**src/rtl/lsu.sv**
```systemverilog
// CPU-side load/store unit: computes the effective address, checks legality and alignment,
// issues one request pulse to the MMU and returns extended load data or a fault.
module lsu #(
  parameter int unsigned TIMEOUT_CYCLES = 255
) (
  input  logic        clk,
  input  logic        reset_n,
  input  logic        op_valid,
  input  logic        op_is_store,
  input  logic [2:0]  op_funct3,
  input  logic [31:0] op_base,
  input  logic [31:0] op_offset,
  input  logic [31:0] op_store_data,
  input  logic [4:0]  op_rd,
  output logic        busy,
  output logic        result_valid,
  output logic        result_we,
  output logic [4:0]  result_rd,
  output logic [31:0] result_data,
  output logic        fault_valid,
  output logic [1:0]  fault_cause,
  output logic [31:0] fault_addr,
  output logic        mem_read_enable,
  output logic        mem_write_enable,
  output logic        mem_signed_read,
  output logic [1:0]  mem_data_width,
  output logic [31:0] mem_address,
  output logic [31:0] mem_data_out,
  input  logic [31:0] mem_data_in,
  input  logic        mem_ready
);

  typedef enum logic [1:0] {S_IDLE, S_REQ, S_WAIT} state_t;

  localparam logic [15:0] LAST_CNT = 16'(TIMEOUT_CYCLES - 1);

  state_t      state_q, state_d;
  logic [15:0] wait_cnt;
  logic        is_store_q;
  logic [4:0]  rd_q;
  logic [31:0] ea;
  logic        illegal, misaligned, timeout_hit;
  logic [1:0]  width;

  assign ea          = op_base + op_offset;
  assign timeout_hit = (wait_cnt == LAST_CNT);

  always_comb begin
    illegal    = 1'b0;
    misaligned = 1'b0;
    width      = 2'd0;
    if (op_is_store)
      illegal = op_funct3[2] || (op_funct3[1:0] == 2'b11);
    else
      illegal = (op_funct3 == 3'b011) || (op_funct3[2:1] == 2'b11);
    case (op_funct3[1:0])
      2'b00:   width = 2'd0;
      2'b01:   width = 2'd1;
      default: width = 2'd3;
    endcase
    misaligned = ((op_funct3[1:0] == 2'b01) && ea[0]) ||
                 ((op_funct3[1:0] == 2'b10) && (ea[1:0] != 2'b00));
  end

  always_comb begin
    state_d = state_q;
    case (state_q)
      S_IDLE:  if (op_valid && !illegal && !misaligned) state_d = S_REQ;
      S_REQ:   state_d = S_WAIT;
      S_WAIT:  if (mem_ready || timeout_hit) state_d = S_IDLE;
      default: state_d = S_IDLE;
    endcase
  end

  always_ff @(posedge clk or negedge reset_n) begin
    if (!reset_n) state_q <= S_IDLE;
    else          state_q <= state_d;
  end

  always_ff @(posedge clk or negedge reset_n) begin
    if (!reset_n) begin
      wait_cnt        <= '0;
      is_store_q      <= 1'b0;
      rd_q            <= '0;
      result_valid    <= 1'b0;
      result_we       <= 1'b0;
      result_rd       <= '0;
      result_data     <= '0;
      fault_valid     <= 1'b0;
      fault_cause     <= '0;
      fault_addr      <= '0;
      mem_signed_read <= 1'b0;
      mem_data_width  <= '0;
      mem_address     <= '0;
      mem_data_out    <= '0;
    end else begin
      result_valid <= 1'b0;
      fault_valid  <= 1'b0;
      case (state_q)
        S_IDLE: begin
          if (op_valid) begin
            if (illegal || misaligned) begin
              fault_valid <= 1'b1;
              fault_cause <= illegal ? 2'd2 : 2'd1;
              fault_addr  <= ea;
            end else begin
              mem_address     <= ea;
              mem_data_width  <= width;
              mem_signed_read <= !op_is_store && !op_funct3[2];
              mem_data_out    <= op_store_data;
              is_store_q      <= op_is_store;
              rd_q            <= op_rd;
            end
          end
        end
        S_REQ: wait_cnt <= '0;
        S_WAIT: begin
          // mem_ready wins over timeout when both land on the same edge
          if (mem_ready) begin
            result_valid <= 1'b1;
            result_we    <= !is_store_q;
            result_rd    <= rd_q;
            result_data  <= is_store_q ? '0 : mem_data_in;
          end else if (timeout_hit) begin
            fault_valid <= 1'b1;
            fault_cause <= 2'd3;
            fault_addr  <= mem_address;
          end else begin
            wait_cnt <= wait_cnt + 16'd1;
          end
        end
        default: ;
      endcase
    end
  end

  assign busy             = (state_q != S_IDLE);
  assign mem_read_enable  = (state_q == S_REQ) && !is_store_q;
  assign mem_write_enable = (state_q == S_REQ) && is_store_q;

endmodule

```
**config.mk**
```make
export PLATFORM = sky130hd
export DESIGN_NAME = lsu
export DESIGN_NICKNAME = d
export VERILOG_FILES = /design/src/rtl/lsu.sv
export SDC_FILE = /design/constraint.sdc
export NUM_CORES = 1
export LEC_CHECK = 0
export ABC_AREA = 0
export CAP_MARGIN = 20
export CORE_MARGIN = 4
export CORE_UTILIZATION = 48
export CTS_BUF_LIST = sky130_fd_sc_hd__clkbuf_8
export CTS_CLUSTER_SIZE = 10
export DETAILED_ROUTE_END_ITERATION = 12
export GPL_ROUTABILITY_DRIVEN = 0
export PLACE_DENSITY = 0.83
export RECOVER_POWER = 50
export SLEW_MARGIN = 20
export SYNTH_ARGS = -nofsm -noshare
export SYNTH_HDL_FRONTEND = slang
export SYNTH_SLANG_ARGS = --single-unit
export TNS_END_PERCENT = 5
```
**constraint.sdc**
```tcl
create_clock -name clk -period 2.5 [get_ports clk]
set_input_delay 0.625 -clock clk [delete_from_list [all_inputs] [get_ports clk]]
set_output_delay 0.625 -clock clk [all_outputs]
set_load 0.01 [all_outputs]
```
=== After elaboration in Yosys (flattened, before gate mapping) ===
Cells that the tools add are included.

* Input bits: 141
* Register bits after elaboration: 165
* Logic and storage cells: 88

* Bitwise gates (word level): 1
* Muxes and demuxes: 27
* $add $sub $neg: 2
* Reductions and logical operators: 28
* Equal/unequal tests: 15

{| class="wikitable"
|+ Operators by type and width
! operator !! count
|-
| 32-bit two-way mux || 5
|-
| 32-bit case mux with 2 select lines || 1
|-
| 32-bit adder || 1
|-
| 16-bit two-way mux || 2
|-
| 16-bit case mux with 2 select lines || 1
|-
| 16-bit by 1-bit adder with 16-bit output (second input constant) || 1
|-
| 16-bit by 8-bit == test with 1-bit output (second input constant) || 1
|-
| 2-bit two-way mux || 7
|-
| 2-bit != test (second input constant) || 7
|-
| 2-bit == test (second input constant) || 4
|-
| 2-bit case mux with 2 select lines || 2
|-
| 2-bit nonzero test || 4
|-
| 1-bit logical AND || 7
|-
| 1-bit two-way mux || 7
|-
| 2-bit case mux with 3 select lines || 1
|-
| 3-bit AND reduction || 2
|-
| 1-bit zero test || 5
|-
| 1-bit logical OR || 5
|-
| 5-bit AND reduction || 1
|-
| 2-bit by 1-bit == test with 1-bit output (second input constant) || 2
|-
| 2-bit zero test || 2
|-
| 2-bit AND reduction || 2
|-
| 3-bit by 2-bit == test with 1-bit output (second input constant) || 1
|-
| 1-bit case mux with 2 select lines || 1
|-
| 1-bit inverter || 1
|}

=== Depth between registers and ports, before layout ===
Gate-level depths: netlist (run 1).

* Depth after elaboration: 8
* Mapped depth: 11
* Depth with buffers taken out: 11

=== Worst setup path before layout (run 1) ===
OpenSTA, ideal clock, no wires.

* Kind: input to register
* Start: input op_base[0]
* End: register fault_addr[10]
* Required time: 2,368 ps
* Setup slack: -120 ps
* Cell stages on the path: 11
* Data arrival time: 2,488 ps
* Path buffers: 0
* Cells stage by stage: ha_1 -> inv_1 -> fa_1 -> nor4b_1 -> a21oi_1 -> and3_1 -> nor2_2 -> inv_2 -> and3_1 -> a21oi_1 -> o21ai_0

* Word-level cells in the longest chain between the ends: 7
* Elaborated cells between the ends (all ways): 11
* Those cells by class: 1 x add/sub; 1 x eq/ne; 3 x mux; 6 x reduce/logical

{| class="wikitable"
|+ RTL lines
! element !! RTL line !! source
|-
| start: declaration || 11 || <nowiki>input logic [31:0] op_base,</nowiki>
|-
| 32-bit adder (*) || 45 || <nowiki>assign ea = op_base + op_offset;</nowiki>
|-
| 2-bit nonzero test || 62 || <nowiki>((op_funct3[1:0] == 2'b10) && (ea[1:0] != 2'b00));</nowiki>
|-
| 1-bit logical AND || 62 ||
|-
| 1-bit logical OR || 61 || <nowiki>misaligned = ((op_funct3[1:0] == 2'b01) && ea[0]) ||</nowiki>
|-
| 1-bit logical OR || 102 || <nowiki>if (illegal || misaligned) begin</nowiki>
|-
| 2-bit != test (no source line) || - ||
|-
| 5-bit AND reduction (no source line) || - ||
|-
| end signal: assignment || 127 || <nowiki>fault_addr <= mem_address;</nowiki>
|-
| end: declaration || 22 || <nowiki>output logic [31:0] fault_addr,</nowiki>
|}

Mark *: on every way between the ends. The rest lies on a longest branch, timed or not. The select of a mux whose other input is x is not followed.
A chain may end at the register's enable or synchronous reset.

=== Final worst setup path (run 1) ===
* Start: input op_base[5]
* End: register fault_addr[27]

* Word-level cells in the longest chain between the ends: 4

{| class="wikitable"
|+ RTL lines
! element !! RTL line !! source
|-
| 32-bit adder || 45 ||
|-
| 32-bit two-way mux || 102 ||
|-
| 32-bit two-way mux || 101 || <nowiki>if (op_valid) begin</nowiki>
|-
| 32-bit case mux with 2 select lines || 99 || <nowiki>case (state_q)</nowiki>
|}

Every way passes these cells. The select of a mux whose other input is x is not followed.

==> results.ini, run 1 <==
[clocking]
path_clk_slew_ns = 0.09
cts_tree = yes
cts_root_buf = clkbuf_8
clk_path_buf_depth = 2
clk-insertion-delay-late_ns = 0.45
htree_levels = 4
cts-buffers-inserted = 17
cts_hold_buf = 0
cts.sinks = 165

[logic_synthesis]
yosys.area.top_type = dfrtp_1
synth_area_um2 = 8580
avgSynthCellArea_um2 = 8.88
synthDistinctLibCells = 65
syn_nets = 1142
synth-compound-area-share_pct = 16.7
yosysTopAreaCellShare_pct = 48.1
synth_flop_cell = dfrtp_1
synthMuxAreaShare_pct = 1.41
synthTopCellsByArea = dfrtp_1 48%, nand2_1 10%, o21ai_0 5.1%
ys_async_sr_fraction_pct = 100
synth_xor_area_share_pct = 3.88
ys_ff_latch = 165
synth_edf_count = 0
postSynthCellCount = 967
yosysSeqAreaShare_pct = 48.1
yosysWarningCount = 0
synth_top_family_by_area = simple AND/OR/NAND/NOR gates
synthAdderAreaFrac_pct = 5.04
synthSimpleGateAreaFrac_pct = 21.5

[placement]
dpl_cell_area_um2 = 12600
place_hpwl_mm = 19.9
pre_cts_ws_ns = -0.834
io_buffers = 284

[pwr]
ir_drop_uv = 578
power.leakage_uw = 0.00627
power_density_nw_per_um2 = 843
p_total_uw = 11500

[route]
drt_wl_total_mm = 27.3
wl_met1_mm = 10.9
wl_per_cell_um = 17.0
dr.pass1.iters = 5
drt_iter0_drc = 535
ant_nets = 0
post_drt_via_cell_ratio = 5.37
dr_wl_met2_mm = 13.8
met3_length_mm = 1.69
vias = 8589
drcViolationCount = 0
topRoutingLayerUsed = met4

[worst_hold_path]
min_to = mem_data_out[15]
hold_start = mem_data_out[15]
hold_depth = 2
hp-class = reg2reg

[floorplan]
die_w_um = 142
die_h_um = 142
io_pins = 285
start_util_pct = 49.3
fp-row-count = 48
die_area_um2 = 20100
coreArea_um2 = 17400

[grt]
grt_first_pass_wirelength_mm = 42.0
antenna_found_initial = 0
grt_start_max_net_pins = 58
grt-ovfl-total = 0
grt_pass1_vias = 8416
grt_use_total_pct = 25.9

[worst_setup_path]
endpoint_kind = flop
rrSetupSlack_ns = 0.22
worstReg2RegStart = wait_cnt[0]
path_class = in2reg
start_kind = input port
crit_arrival_ns = 2.87
crit_path_max_fanout = 5
r2r_cells = 10
r2r_end = fault_addr[28]
crit_required_ns = 2.83

[timing]
rsz0062_at_grt = true
slew_headroom_pct = -23.6
setup_viol_count_final = 3
hold_viol_final = 0
fin_ws_ns = -0.0332
slew_viol_final = 32
fin_skew_ns = 0.0102
fin_setup_tns_ns = -0.0485
layout_min_cycle_time_ns = 2.53
tightest_slew_ns = 1.85
max_freq_mhz = 395
fin_crit_sh_pct = 101

[final_layout]
area_delta_synth_final_pct = 58.5
antennaDiodeCount = 0
multi_input_area_um2 = 4610
final_common_cell = clkdlybuf4s50_1
nets = 1537
final_area_um2 = 13600
drive_above_1_share_pct = 19.1
register_area_um2 = 4130
fillers = 1207
layout_common_cells = 232 x clkdlybuf4s50_1, 228 x nand2_1, 164 x dfrtp_1
finish.utilization_pct = 78.1

[job]
max_cap_viol_count = 1

[status]
violations = capacitance limit, slew limit, setup timing
outcome = complete, but fails checks

final cells by class:
class / instances / share of cell area, %
clock buffers: 17 / 1.72
repair buffers: 429 / 30.1
well taps: 225 / 2.07
inverters: 16 / 0.478
flip-flops and latches: 165 / 30.3
multi-input cells: 733 / 33.8
clock inverters: 15 / 1.50
kinds of logic after synthesis:
kind of cell / count (synthesis)
mux: 11
xor+xnor: 38
simple gates: 414
flops: 165
compound gates: 236
buf+inv: 69
fa+ha+maj: 34
metal layers:
metal,GRT usage (%),up-vias
li1,-,4100
met1,32.2,4079
met2,45.3,342
met3,4.31,68
met4,10.2,0
met5,0,-
metrics by stage:
step	instances	hold WS [ns]
2_1_floorplan	967	0.329
3_3_place_gp	1554	0.455
3_5_place_dp	1554	0.461
4_1_cts	1596	0.0319
5_1_grt	1600	0.494
6_report	1600	0.469
critical path: stages:
cell and delay, ns:
clkdlybuf4s50_1 0.42, ha_2 0.23, a21oi_4 0.15, nor2_2 0.06, a211oi_2 0.24, o211ai_1 0.24, o21ai_2 0.36, o21bai_1 0.14
xnor2_1 0.19, buf_4 0.16, o21ai_1 0.06
worst max path at each step:
stage	endpoint	startpoint
after floorplan	mem_address[2]	op_base[0]
after global placement	fault_addr[30]	op_base[0]
after detailed placement	fault_addr[24]	op_base[0]
after CTS	fault_addr[31]	op_base[17]
after global routing	fault_addr[27]	op_base[5]
final	fault_addr[27]	op_base[5]
flip-flops by register name (all words and copies together), names as in the netlist:
register / cells
fault_addr: 32
fault_cause: 2
fault_valid: 1
is_store_q: 1
mem_address: 32
mem_data_out: 32
mem_data_width: 2
mem_signed_read: 1
rd_q: 5
result_data: 32
result_rd: 5
result_valid: 1
result_we: 1
state_q: 2
wait_cnt: 16
synth_stat cells (4+ instances only):
master,count
nand2_1,234
dfrtp_1,165
o21ai_0,88
nor2_1,61
a21oi_1,50
clkbuf_1,39
nand2b_1,36
ha_1,33
o21ai_1,28
xnor2_1,19
xor2_1,19
nand3_1,18
inv_1,15
nand4_1,14
and3_1,12
buf_2,10
a21o_1,9
a31oi_1,9
mux2_2,9
nor3_1,9
o211ai_1,9
nor2b_1,7
or3_1,6
a211oi_1,5
o21a_1,5
o21bai_1,5
o31ai_1,4
report_power, final:
part	switching [uW]	internal (uW)	leakage [uW]
clock network	1020	1100	0.000203
registers	675	3630	0.00207
logic	2270	2790	0.00399
total	3960	7520	0.00627
timing repair:
| item | in CTS | in global routing |
|---|---|---|
| gates resized for setup | 62 | 81 |
| endpoints found under the hold margin | 0 | 0 |
| pin swaps | 36 | 53 |
| buffers inserted | 10 | 4 |
| gates cloned | 2 | 0 |
| endpoints found under the setup margin | 109 | 67 |
(Power assumes the default switching activity.)
==> run 2: changes to the inputs <==
- CTS_CLUSTER_DIAMETER: not set -> 30
- clock period: 2.5 -> 2.7 ns (I/O delays scaled with it)
==> results.ini, run 2 (synthesis results as in run 1) <==
[clocking]
cts.sinks = 165  ; unchanged
path_clk_slew_ns = 0.08  ; about the same
cts_hold_buf = 0  ; unchanged
cts_tree = yes
htree_levels = 4  ; unchanged
clk-insertion-delay-late_ns = 0.44  ; about the same
cts_root_buf = clkbuf_8
cts-buffers-inserted = 17  ; unchanged
clk_path_buf_depth = 2  ; unchanged

[route]
drt_iter0_drc = 584  ; +9.2%
wl_per_cell_um = 16.2  ; -4.7%
drt_wl_total_mm = 25.6  ; -5.9%
ant_nets = 0  ; unchanged
drcViolationCount = 0  ; unchanged
vias = 8333  ; -3.0%
post_drt_via_cell_ratio = 5.27  ; -1.8%
dr.pass1.iters = 4  ; -1

[worst_setup_path]
crit_arrival_ns = 3.00  ; +0.13 ns
r2r_end = fault_addr[28]
worstReg2RegStart = wait_cnt[13]
r2r_cells = 9  ; -1
path_class = in2reg
critPathMaxStageDelay_ns = 0.47  ; +0.05 ns
crit_required_ns = 3.02  ; +0.19 ns
crit_path_top_delay_cell = clkdlybuf4s50_1
rrSetupSlack_ns = 0.18  ; -0.04 ns
cp_top_family = compound AO/OA/AOI/OAI gates
cp_cell_sequence = clkdlybuf4s50_1 > ha_2 > a2111oi_4 > o21ai_1 > o21ai_1 > o21ai_2 > a311o_1 > a31oi_2 > xnor2_1 > a21oi_1
cpMostUsedCell = o21ai_1
start_kind = input port
endpoint_kind = flop
path_buf_inv = 1  ; -1
crit_path_max_fanout = 6  ; +1

[final_layout]
drive_above_1_share_pct = 14.8  ; -4.3 points
layout_common_cells = 255 x clkdlybuf4s50_1, 234 x nand2_1, 165 x dfrtp_1
final_common_cell = clkdlybuf4s50_1
area_delta_synth_final_pct = 52.3
nets = 1516  ; -1.4%
finish.utilization_pct = 75.1  ; -3.1 points

[grt]
grt_first_pass_wirelength_mm = 40.7  ; -3.2%
grt_use_total_pct = 25.2  ; -0.78 points
antenna_found_initial = 1  ; +1
grt-ovfl-total = 0  ; unchanged
grt_pass1_vias = 8267  ; -1.8%
grt_start_max_net_pins = 59  ; +1.7%

[floorplan]
fp-row-count = 48  ; unchanged
coreArea_um2 = 17400  ; unchanged
io_pins = 285  ; unchanged
die_h_um = 142  ; unchanged
start_util_pct = 49.3  ; unchanged
die_w_um = 142  ; unchanged
die_area_um2 = 20100  ; unchanged

[pwr]
ir_drop_uv = 456  ; -21%
power.leakage_uw = 0.00599  ; -4.4%
p_total_uw = 10400  ; -9.8%
power_density_nw_per_um2 = 792  ; -6.1%

[worst_hold_path]
hold_depth = 2  ; unchanged
min_to = mem_data_out[14]
hp-class = reg2reg
hold_start = mem_data_out[14]

[timing]
slew_headroom_pct = -37.5  ; -14 points
holdWs_ns = 0.471  ; +0.00169 ns
max_freq_mhz = 373
slew_viol_final = 37  ; +16%
rsz0062_at_grt = true
fin_skew_ns = 0.0118  ; +0.00155 ns
hold_viol_final = 0  ; unchanged
fin_crit_sh_pct = 99.4
tightest_slew_ns = 2.06  ; +0.208 ns
setup_viol_count_final = 0  ; -3
layout_min_cycle_time_ns = 2.68

[status]
violations = capacitance limit, slew limit
outcome = complete, but fails checks

[job]
max_cap_viol_count = 1  ; unchanged

[placement]
place_hpwl_mm = 19.6  ; -2.0%
io_buffers = 284  ; unchanged

run 2: cell types whose count changed in the layout (fill, tap and decap cells not counted), moves of 10 or more:
| cell | delta |
|---|---|
| clkdlybuf4s50_1 | +23 |
| ha_1 | +16 |
| ha_4 | -16 |
| dlymetal6s2s_1 | -15 |
| buf_4 | -14 |
| dlygate4sd2_1 | -10 |
| o21ai_0 | +10 |
run 2: worst max path at each step:
stage                     start               to  slack (ns)  depth (start not counted)
detailed placement   op_base[0]   fault_addr[15]       -0.60                         12
global route        op_base[13]  mem_address[28]      -0.009                         10
global placement     op_base[0]   fault_addr[10]       -0.53                         12
CTS                 op_base[16]   fault_addr[31]       -0.01                         10
floorplan            op_base[0]   fault_addr[10]        0.03                         11
finish               op_base[8]   fault_addr[31]        0.02                         10
run 2: repair_timing:
item / in CTS / in global routing
buffers inserted: 2 / 3
gates cloned: 0 / 1
gates resized for setup: 15 / 24
pin swaps: 5 / 15
setup endpoints to repair: 70 / 90
run 2: layout make-up:
| type | count | area (um2) |
|---|---|---|
| Tap cell | 225 | 282 |
| Antenna cell | 1 | 2.50 |
| Fill cell | 1262 | 4340 |
| Sequential cell | 165 | 4130 |
| Inverter | 16 | 62.6 |
| Timing Repair Buffer | 408 | 3910 |
| Multi-Input combinational cell | 733 | 4270 |
| Clock buffer | 23 | 317 |
| Clock inverter | 9 | 100 |
run 2: power breakdown:
group | switching (uW) | internal, uW
Clock | 879 | 962
Combinational | 2060 | 2500
Sequential | 602 | 3360
Total | 3540 | 6820
run 2: metrics by stage:
stage	cells	cell area [um2]	setup slack, ns	TNS [ns]
floorplan	967	8580	0.0300	0
global placement	1541	12500	-0.527	-46.93
detailed placement	1541	12500	-0.600	-51.66
CTS	1575	13000	-0.0113	-0.0113
global route	1580	13100	-0.00929	-0.0254
finish	1580	13100	0.0156	0
run 2: worst register-to-register path, stage by stage (launching register included):
cell	delay, ns
dfrtp_1	0.42
nor4_1	0.39
nand4_1	0.38
nor3_4	0.33
nor2_4	0.09
buf_6	0.13
clkbuf_16	0.15
or3_1	0.37
o21ai_1	0.10
a21oi_1	0.05
run 2: routing by layer:
layer / vias to the layer above / track usage, % / routed length [um]
met3: 39 / 4.99 / 1720
met5: - / 0 / 0
met2: 295 / 43.8 / 12900
met4: 0 / 8.28 / 624
met1: 3948 / 31.4 / 10400
li1: 4051 / - / -
==> run 3: changes to the inputs <==
- TNS_END_PERCENT: 5 -> not set
==> results.ini, run 3 (synthesis results as in run 1) <==
[job]
max_cap_viol_count = 1  ; unchanged

[route]
drt_iter0_drc = 568  ; -2.7%
wl_per_cell_um = 16.2  ; -0.31%
vias = 8306  ; -0.32%
ant_nets = 0  ; unchanged
drcViolationCount = 0  ; unchanged
dr.pass1.iters = 5  ; +1
post_drt_via_cell_ratio = 5.27  ; -0.13%
drt_wl_total_mm = 25.5  ; -0.50%

[pwr]
ir_drop_uv = 456  ; about the same
power_density_nw_per_um2 = 794  ; +0.20%
power.leakage_uw = 0.00593  ; -1.0%

[floorplan]
die_area_um2 = 20100  ; unchanged
coreArea_um2 = 17400  ; unchanged
start_util_pct = 49.3  ; unchanged
die_h_um = 142  ; unchanged
io_pins = 285  ; unchanged
die_w_um = 142  ; unchanged
fp-row-count = 48  ; unchanged

[timing]
max_freq_mhz = 372  ; -0.17%
fin_crit_sh_pct = 99.6  ; +0.17 points
fin_skew_ns = 0.00906  ; -0.00273 ns
hold_viol_final = 0  ; unchanged
setup_viol_count_final = 0  ; unchanged
slew_viol_final = 37  ; unchanged
slew_headroom_pct = -37.7  ; -0.18 points
fin_ws_ns = 0.0109  ; -0.00465 ns
tightest_slew_ns = 2.07  ; +0.00276 ns
layout_min_cycle_time_ns = 2.69  ; +0.00465 ns
holdWs_ns = 0.471  ; unchanged

[worst_setup_path]
start_kind = input port
path_class = in2reg
crit_path_max_fanout = 6  ; unchanged
crit_arrival_ns = 3.01  ; about the same
endpoint_kind = flop
crit_required_ns = 3.02  ; about the same

[grt]
antenna_found_initial = 1  ; unchanged
grt_start_max_net_pins = 59  ; unchanged
grt-ovfl-total = 0  ; unchanged
grtUsageMet2_pct = 43.8  ; about the same
grt_use_total_pct = 25.2  ; unchanged
grt_util_met1_pct = 31.5  ; +0.044 points
use_met3_pct = 4.99  ; unchanged
busiest_layer = met2
grt_first_pass_wirelength_mm = 40.7  ; unchanged
grt_pass1_vias = 8264  ; -0.036%

[final_layout]
area_delta_synth_final_pct = 51.5
multi_input_area_um2 = 4270  ; -0.18%
register_area_um2 = 4130  ; unchanged
nets = 1513  ; -0.20%
finish.utilization_pct = 74.7  ; -0.40 points
final_common_cell = clkdlybuf4s50_1
layout_common_cells = 256 x clkdlybuf4s50_1, 234 x nand2_1, 165 x dfrtp_1
drive_above_1_share_pct = 14.5  ; -0.34 points
fillers = 1279  ; +1.3%

[clocking]
cts_tree = yes
clk_path_buf_depth = 2  ; unchanged
htree_levels = 4  ; unchanged
cts.sinks = 165  ; unchanged
cts_root_buf = clkbuf_8
cts_hold_buf = 0  ; unchanged
path_clk_slew_ns = 0.08  ; about the same
cts-buffers-inserted = 17  ; unchanged
clk-insertion-delay-late_ns = 0.44  ; about the same

[worst_hold_path]
hp-class = reg2reg

[status]
outcome = complete, but fails checks
violations = capacitance limit, slew limit

[placement]
pre_cts_ws_ns = -0.600  ; unchanged
place_hpwl_mm = 19.6  ; unchanged
io_buffers = 284  ; unchanged

-- run 3: metrics by stage --
step           cell area [um2]  setup TNS [ns]  cells  total power [uW]
2_1_floorplan             8580               0    967              5700
3_3_place_gp             12500          -46.93   1541              8390
3_5_place_dp             12500          -51.66   1541              8550
4_1_cts                  13000               0   1575             10400
5_1_grt                  13000         -0.0165   1577             11000
6_report                 13000               0   1577             10300
-- run 3: final timing paths --
| check | to | slack, ns | cells after the start | startpoint |
|---|---|---|---|---|
| setup / recovery | fault_addr[31] | 0.01 | 10 | op_base[8] |
| hold / removal | mem_data_out[14] | 0.47 | 2 | mem_data_out[14] |
| setup reg to reg | fault_addr[26] | 0.37 | 8 | wait_cnt[13] |
| hold reg to reg | mem_data_out[14] | 0.47 | 2 | mem_data_out[14] |
| max in group asynchronous | fault_addr[7] | 0.49 | 2 | reset_n |
| min in group asynchronous | mem_data_out[12] | 0.82 | 1 | reset_n |
-- run 3: layout make-up --
cell class                      count  share of cell area (%)
Multi-Input combinational cell    733                    32.8
Sequential cell                   165                    31.7
Timing Repair Buffer              405                    29.6
Clock buffer                       23                    2.43
Tap cell                          225                    2.16
Clock inverter                      9                   0.770
Inverter                           16                   0.462
Antenna cell                        1                  0.0192
-- run 3: timing repair --
item,4_1_cts,5_1_grt
pin swaps,9,12
setup endpoints to repair,70,20
gates resized for setup,18,13
buffers inserted,2,1
endpoints found under the hold margin,0,0
-- run 3: critical path: stages --
cell and delay [ns]:
clkdlybuf4s50_1 0.47, ha_2 0.32, a2111oi_4 0.36, o21ai_1 0.12, o21ai_1 0.11, o21ai_2 0.11, a311o_1 0.34, a31oi_2 0.21
xnor2_1 0.18, a21oi_1 0.11
-- run 3: report_power, final --
| part | total [uW] | leakage [uW] | switching, uW | internal [uW] |
|---|---|---|---|---|
| Sequential | 3960 | 0.00207 | 598 | 3360 |
| Combinational | 4530 | 0.00364 | 2050 | 2480 |
| Clock | 1840 | 0.000213 | 875 | 962 |
-- run 3: per-layer routing --
layer	share of wire, %	wire, um
met5	0	0
met4	2.6	671
met1	41	10500
met3	6.2	1590
met2	50	12700
==> patch 1 (config.mk and constraints of run 2) <==
Reset style: synchronous (`reset_n`), changed in 2 clocked blocks.
--- a/src/rtl/lsu.sv
+++ b/src/rtl/lsu.sv
@@ -72,12 +72,12 @@
     endcase
   end
 
-  always_ff @(posedge clk or negedge reset_n) begin
+  always_ff @(posedge clk) begin
     if (!reset_n) state_q <= S_IDLE;
     else          state_q <= state_d;
   end
 
-  always_ff @(posedge clk or negedge reset_n) begin
+  always_ff @(posedge clk) begin
     if (!reset_n) begin
       wait_cnt        <= '0;
       is_store_q      <= 1'b0;
Check against the original RTL: differs if reset_n is asserted again (counterexample within 4 cycles, from zero or initial values and one cycle with reset_n low); with reset_n held inactive, the same outputs for 4 cycles.
==> patch 1 against run 2 <==
- the run ends with setup timing left
- final area is 3.0% lower
- via count grew 9.0%
- sequential cell count unchanged
- non-clock buffer count increased by 15
- critical path depth rose by 1
- routed wire length up 15%
- sequential share of layout area shrank 5.5 points
- clock skew is 0.0047 ns higher
- synthesized area is 8.4% lower
- count of clock-buffer cells in the layout fell by 6
- worst setup slack worse by 0.066 ns
- critical endpoint is now mem_address[31]
Power is not compared: it rests on default switching activity, and its combinational part moved more than twofold at a synthesized area within 25%.
==> patch 1: results <==
{
  "first_pass_iters": 5,
  "violations": "setup timing",
  "hold_buffers": 0,
  "cts_buffers": 17,
  "grt_max_degree": 51,
  "clkTransAtPathRegs_ns": 0.09,
  "ctsRootBufferMaster": "clkbuf_8",
  "relSlewSlack_pct": 35.2,
  "setup_violations": 5,
  "synth_cells": 1001,
  "status": "complete, but fails checks",
  "ys_seq_area_share_pct": 42.0,
  "worstHoldPathType": "reg2reg",
  "grt_pass1_wl_microns": 44000,
  "clk_path_buf_depth": 2,
  "port_buffers": 284,
  "async_flop_share_pct": 0,
  "grt.total_usage_pct": 29.5,
  "yosys_warnings": 0,
  "via_per_inst": 5.65,
  "num_vias": 9085,
  "drtIter0Drc": 538,
  "synth_fp_nets": 1176,
  "clkLatencyLatePin_ns": 0.48,
  "clock_skew_ns": 0.0165,
  "crit_fanout": 2,
  "drive_gt1_share_pct": 16.7,
  "diodes": 0,
  "ys.flop_type": "dfxtp_1",
  "cp_slowest_cell": "o41a_1",
  "synthTopCellsByCount": "217 x nand2_1, 165 x dfxtp_1, 136 x a21oi_1",
  "antenna_found_initial": 0,
  "yosysUniqueCellTypes": 62,
  "synth.area.top_cells": "dfxtp_1 42%, nand2_1 10%, a21oi_1 8.7%, ha_1 5.2%, nor2_1 3.9%",
  "ir_drop_uv": 342,
  "worst_slack_ns": -0.0504,
  "p_sw_share_pct": 30.7,
  "arrival_ns": 3.11,
  "slowest_delay_ns": 0.46,
  "h-tree-depth": 4,
  "dpl_cell_area_sq_mm": 0.0118,
  "routed_wirelength_microns": 29400,
  "dp.final_hpwl_microns": 20400,
  "nFillCells": 1077,
  "p_leak_uw": 0.00530
}
-- patch 1: cell count changes after synthesis, moves of 20 or more --
cell,change
a21oi_1,+86
dfrtp_1,-165
dfxtp_1,+165
nand2b_1,-33
nand3_1,+36
nor2_1,+20
o21ai_0,-64
-- patch 1: cell families after synthesis --
family	share of synthesized area, %
fa+ha+maj	5.50
buf+inv	3.50
xor+xnor	4.68
flops	42.0
mux	0.636
compound gates	20.9
simple gates	22.8
-- patch 1: timing repair --
item,CTS,global route
buffers inserted,10,7
gates resized for setup,42,56
endpoints found under the setup margin,53,39
gates cloned,2,1
pin swaps,29,34
-- patch 1: layout make-up --
class	instances	area, sq um	area share [%]
clock buffer	17	234	1.84
clock inverter	14	190	1.50
inverter	8	32.5	0.256
multi-input combinational	764	4640	36.5
sequential	165	3300	26.0
tap	216	270	2.13
timing repair buffer	423	4020	31.7
-- patch 1: through the flow --
stage	worst slack [ns]	setup TNS (ns)	power [uW]
2_1_floorplan	-0.276	-4.57	3460
3_3_place_gp	-0.841	-52.12	4330
3_5_place_dp	-0.958	-59.37	4360
4_1_cts	-0.00150	-0.00150	6350
5_1_grt	-0.101	-0.944	6690
6_report	-0.0504	-0.176	6430
-- patch 1: final timing paths --
path	startpoint	to	depth (start not counted)	slack, ns
max reg2reg	wait_cnt[0]	fault_addr[21]	11	0.26
min	result_data[1]	result_data[1]	2	0.45
min reg2reg	result_data[1]	result_data[1]	2	0.45
max	op_offset[3]	mem_address[31]	11	-0.05
-- patch 1: worst max-delay path: cells and delay by family --
kind / cells / cell delay (ns)
xor gates and xnor gates: 1 / 0.18
AOI/OAI and AO/OA: 7 / 1.64
adders and majority gates: 1 / 0.30
buffers and inverters: 2 / 0.33
-- patch 1: per-layer routing --
metal	GRT usage, %	share of wire, %	vias up	wire length (microns)
met4	13.1	4.1	0	1220
met3	7.70	8.7	107	2560
met2	51.4	49	477	14500
met1	34.1	38	4244	11200
met5	0	0	-	0
li1	-	-	4257	-
-- patch 1: power groups by stage --
stage               sequential [uW]  clock (uW)  combinational [uW]
floorplan                      2750           0                 707
global placement               2710           0                1620
global route                   2670        2060                1960
CTS                            2660        1950                1750
detailed placement             2710           0                1650
finish                         2660        1950                1820
==> patch 2 (settings of run 2) <==
Made on the original files. Set the parameter `TIMEOUT_CYCLES` to 128 (it was 255).
--- a/src/rtl/lsu.sv
+++ b/src/rtl/lsu.sv
@@ -1,7 +1,7 @@
 // CPU-side load/store unit: computes the effective address, checks legality and alignment,
 // issues one request pulse to the MMU and returns extended load data or a fault.
 module lsu #(
-  parameter int unsigned TIMEOUT_CYCLES = 255
+  parameter int unsigned TIMEOUT_CYCLES = 128
 ) (
   input  logic        clk,
   input  logic        reset_n,
Function: same outputs for any inputs over 4 cycles, from zero or initial values and one cycle with reset_n low; that may be too few to reach the edited logic, so the function may still have changed.
==> patch 2 against run 2 <==
- the flow finishes with violations (capacitance limit, slew limit, setup timing)
- worst setup slack worse by 0.043 ns
- power grew 1.6%
- sequential cell count is the same
- synthesized area down 0.83%
- largest power group unchanged
- largest cell class unchanged
- final area shrank 0.68%
- clock power increased by 11%
- synthesized cell count shrank 1.3%
- critical endpoint is now mem_address[27]
- routed wire length increased by 8.1%
==> patch 2: results <==
{
  "synth_fp_nets": 1128,
  "via_per_inst": 5.48,
  "cap_violations": 1,
  "rr_worst_depth": 7,
  "nFillCells": 1242,
  "status": "complete, but fails checks",
  "p_leak_uw": 0.00595,
  "routed_wirelength_microns": 27700,
  "clkLatencyLatePin_ns": 0.47,
  "dpl_cell_area_sq_mm": 0.0123,
  "use_met1_pct": 33.2,
  "met3_length_microns": 2130,
  "violations": "capacitance limit, slew limit, setup timing",
  "reg2reg_to": "wait_cnt[14]",
  "setup_violations": 3,
  "grt_pass1_wl_microns": 42700,
  "dp.final_hpwl_microns": 20500,
  "worst_slack_ns": -0.0270,
  "ir_drop_uv": 454,
  "drtIter0Drc": 688,
  "grt_max_degree": 65,
  "use_met2_pct": 45.7,
  "slew_violations": 40,
  "arrival_ns": 3.09,
  "worst_pin_slew_ns": 2.31,
  "setup_tns_ns": -0.0519,
  "syn_avg_cell_area_sq_um": 8.92,
  "dp_cells": 1515,
  "dr_wl_met2_microns": 13700,
  "clkTransAtPathRegs_ns": 0.10,
  "clock_skew_ns": 0.0185,
  "antenna_found_initial": 0,
  "crit_fanout": 4
}
## patch 2: power by group through the flow
stage	clock network [uW]	logic (uW)	registers (uW)
5_1_grt	2180	4890	4080
3_3_place_gp	0	4400	3960
6_report	2040	4520	3960
4_1_cts	2070	4540	3960
3_5_place_dp	0	4510	3990
2_1_floorplan	0	1390	4300
## patch 2: area by class of cell
type | count | share of cell area, %
Multi-Input combinational cell | 726 | 33.6
Sequential cell | 165 | 31.8
Timing Repair Buffer | 389 | 28.6
Tap cell | 225 | 2.17
Clock buffer | 17 | 1.80
Clock inverter | 15 | 1.69
Inverter | 12 | 0.347
## patch 2: metrics by stage
step           setup slack, ns  power [uW]
2_1_floorplan          0.00654        5690
3_5_place_dp            -0.713        8500
4_1_cts                0.00355       10600
3_3_place_gp            -0.657        8360
5_1_grt                -0.0879       11100
6_report               -0.0270       10500
## patch 2: timing repair
action | CTS | global route
pin swaps | 9 | 16
endpoints found under the setup margin | 32 | 37
gates resized for setup | 13 | 32
setup buffers | 1 | 1
## patch 2: worst min path at each step
stage / startpoint / to / slack [ns] / depth (start not counted)
global route: fault_addr[8] / fault_addr[8] / 0.51 / 2
global placement: rd_q[2] / rd_q[2] / 0.45 / 2
CTS: reset_n / wait_cnt[9] / 0.11 / 1
finish: rd_q[0] / rd_q[0] / 0.47 / 2
detailed placement: rd_q[0] / rd_q[0] / 0.46 / 2
floorplan: reset_n / fault_addr[0] / 0.38 / 0
## patch 2: cell families after synthesis
logic type | share of synthesized area, %
buf+inv | 2.97
simple gates | 21.0
fa+ha+maj | 4.94
flops | 48.5
mux | 1.29
compound gates | 17.2
xor+xnor | 4.10
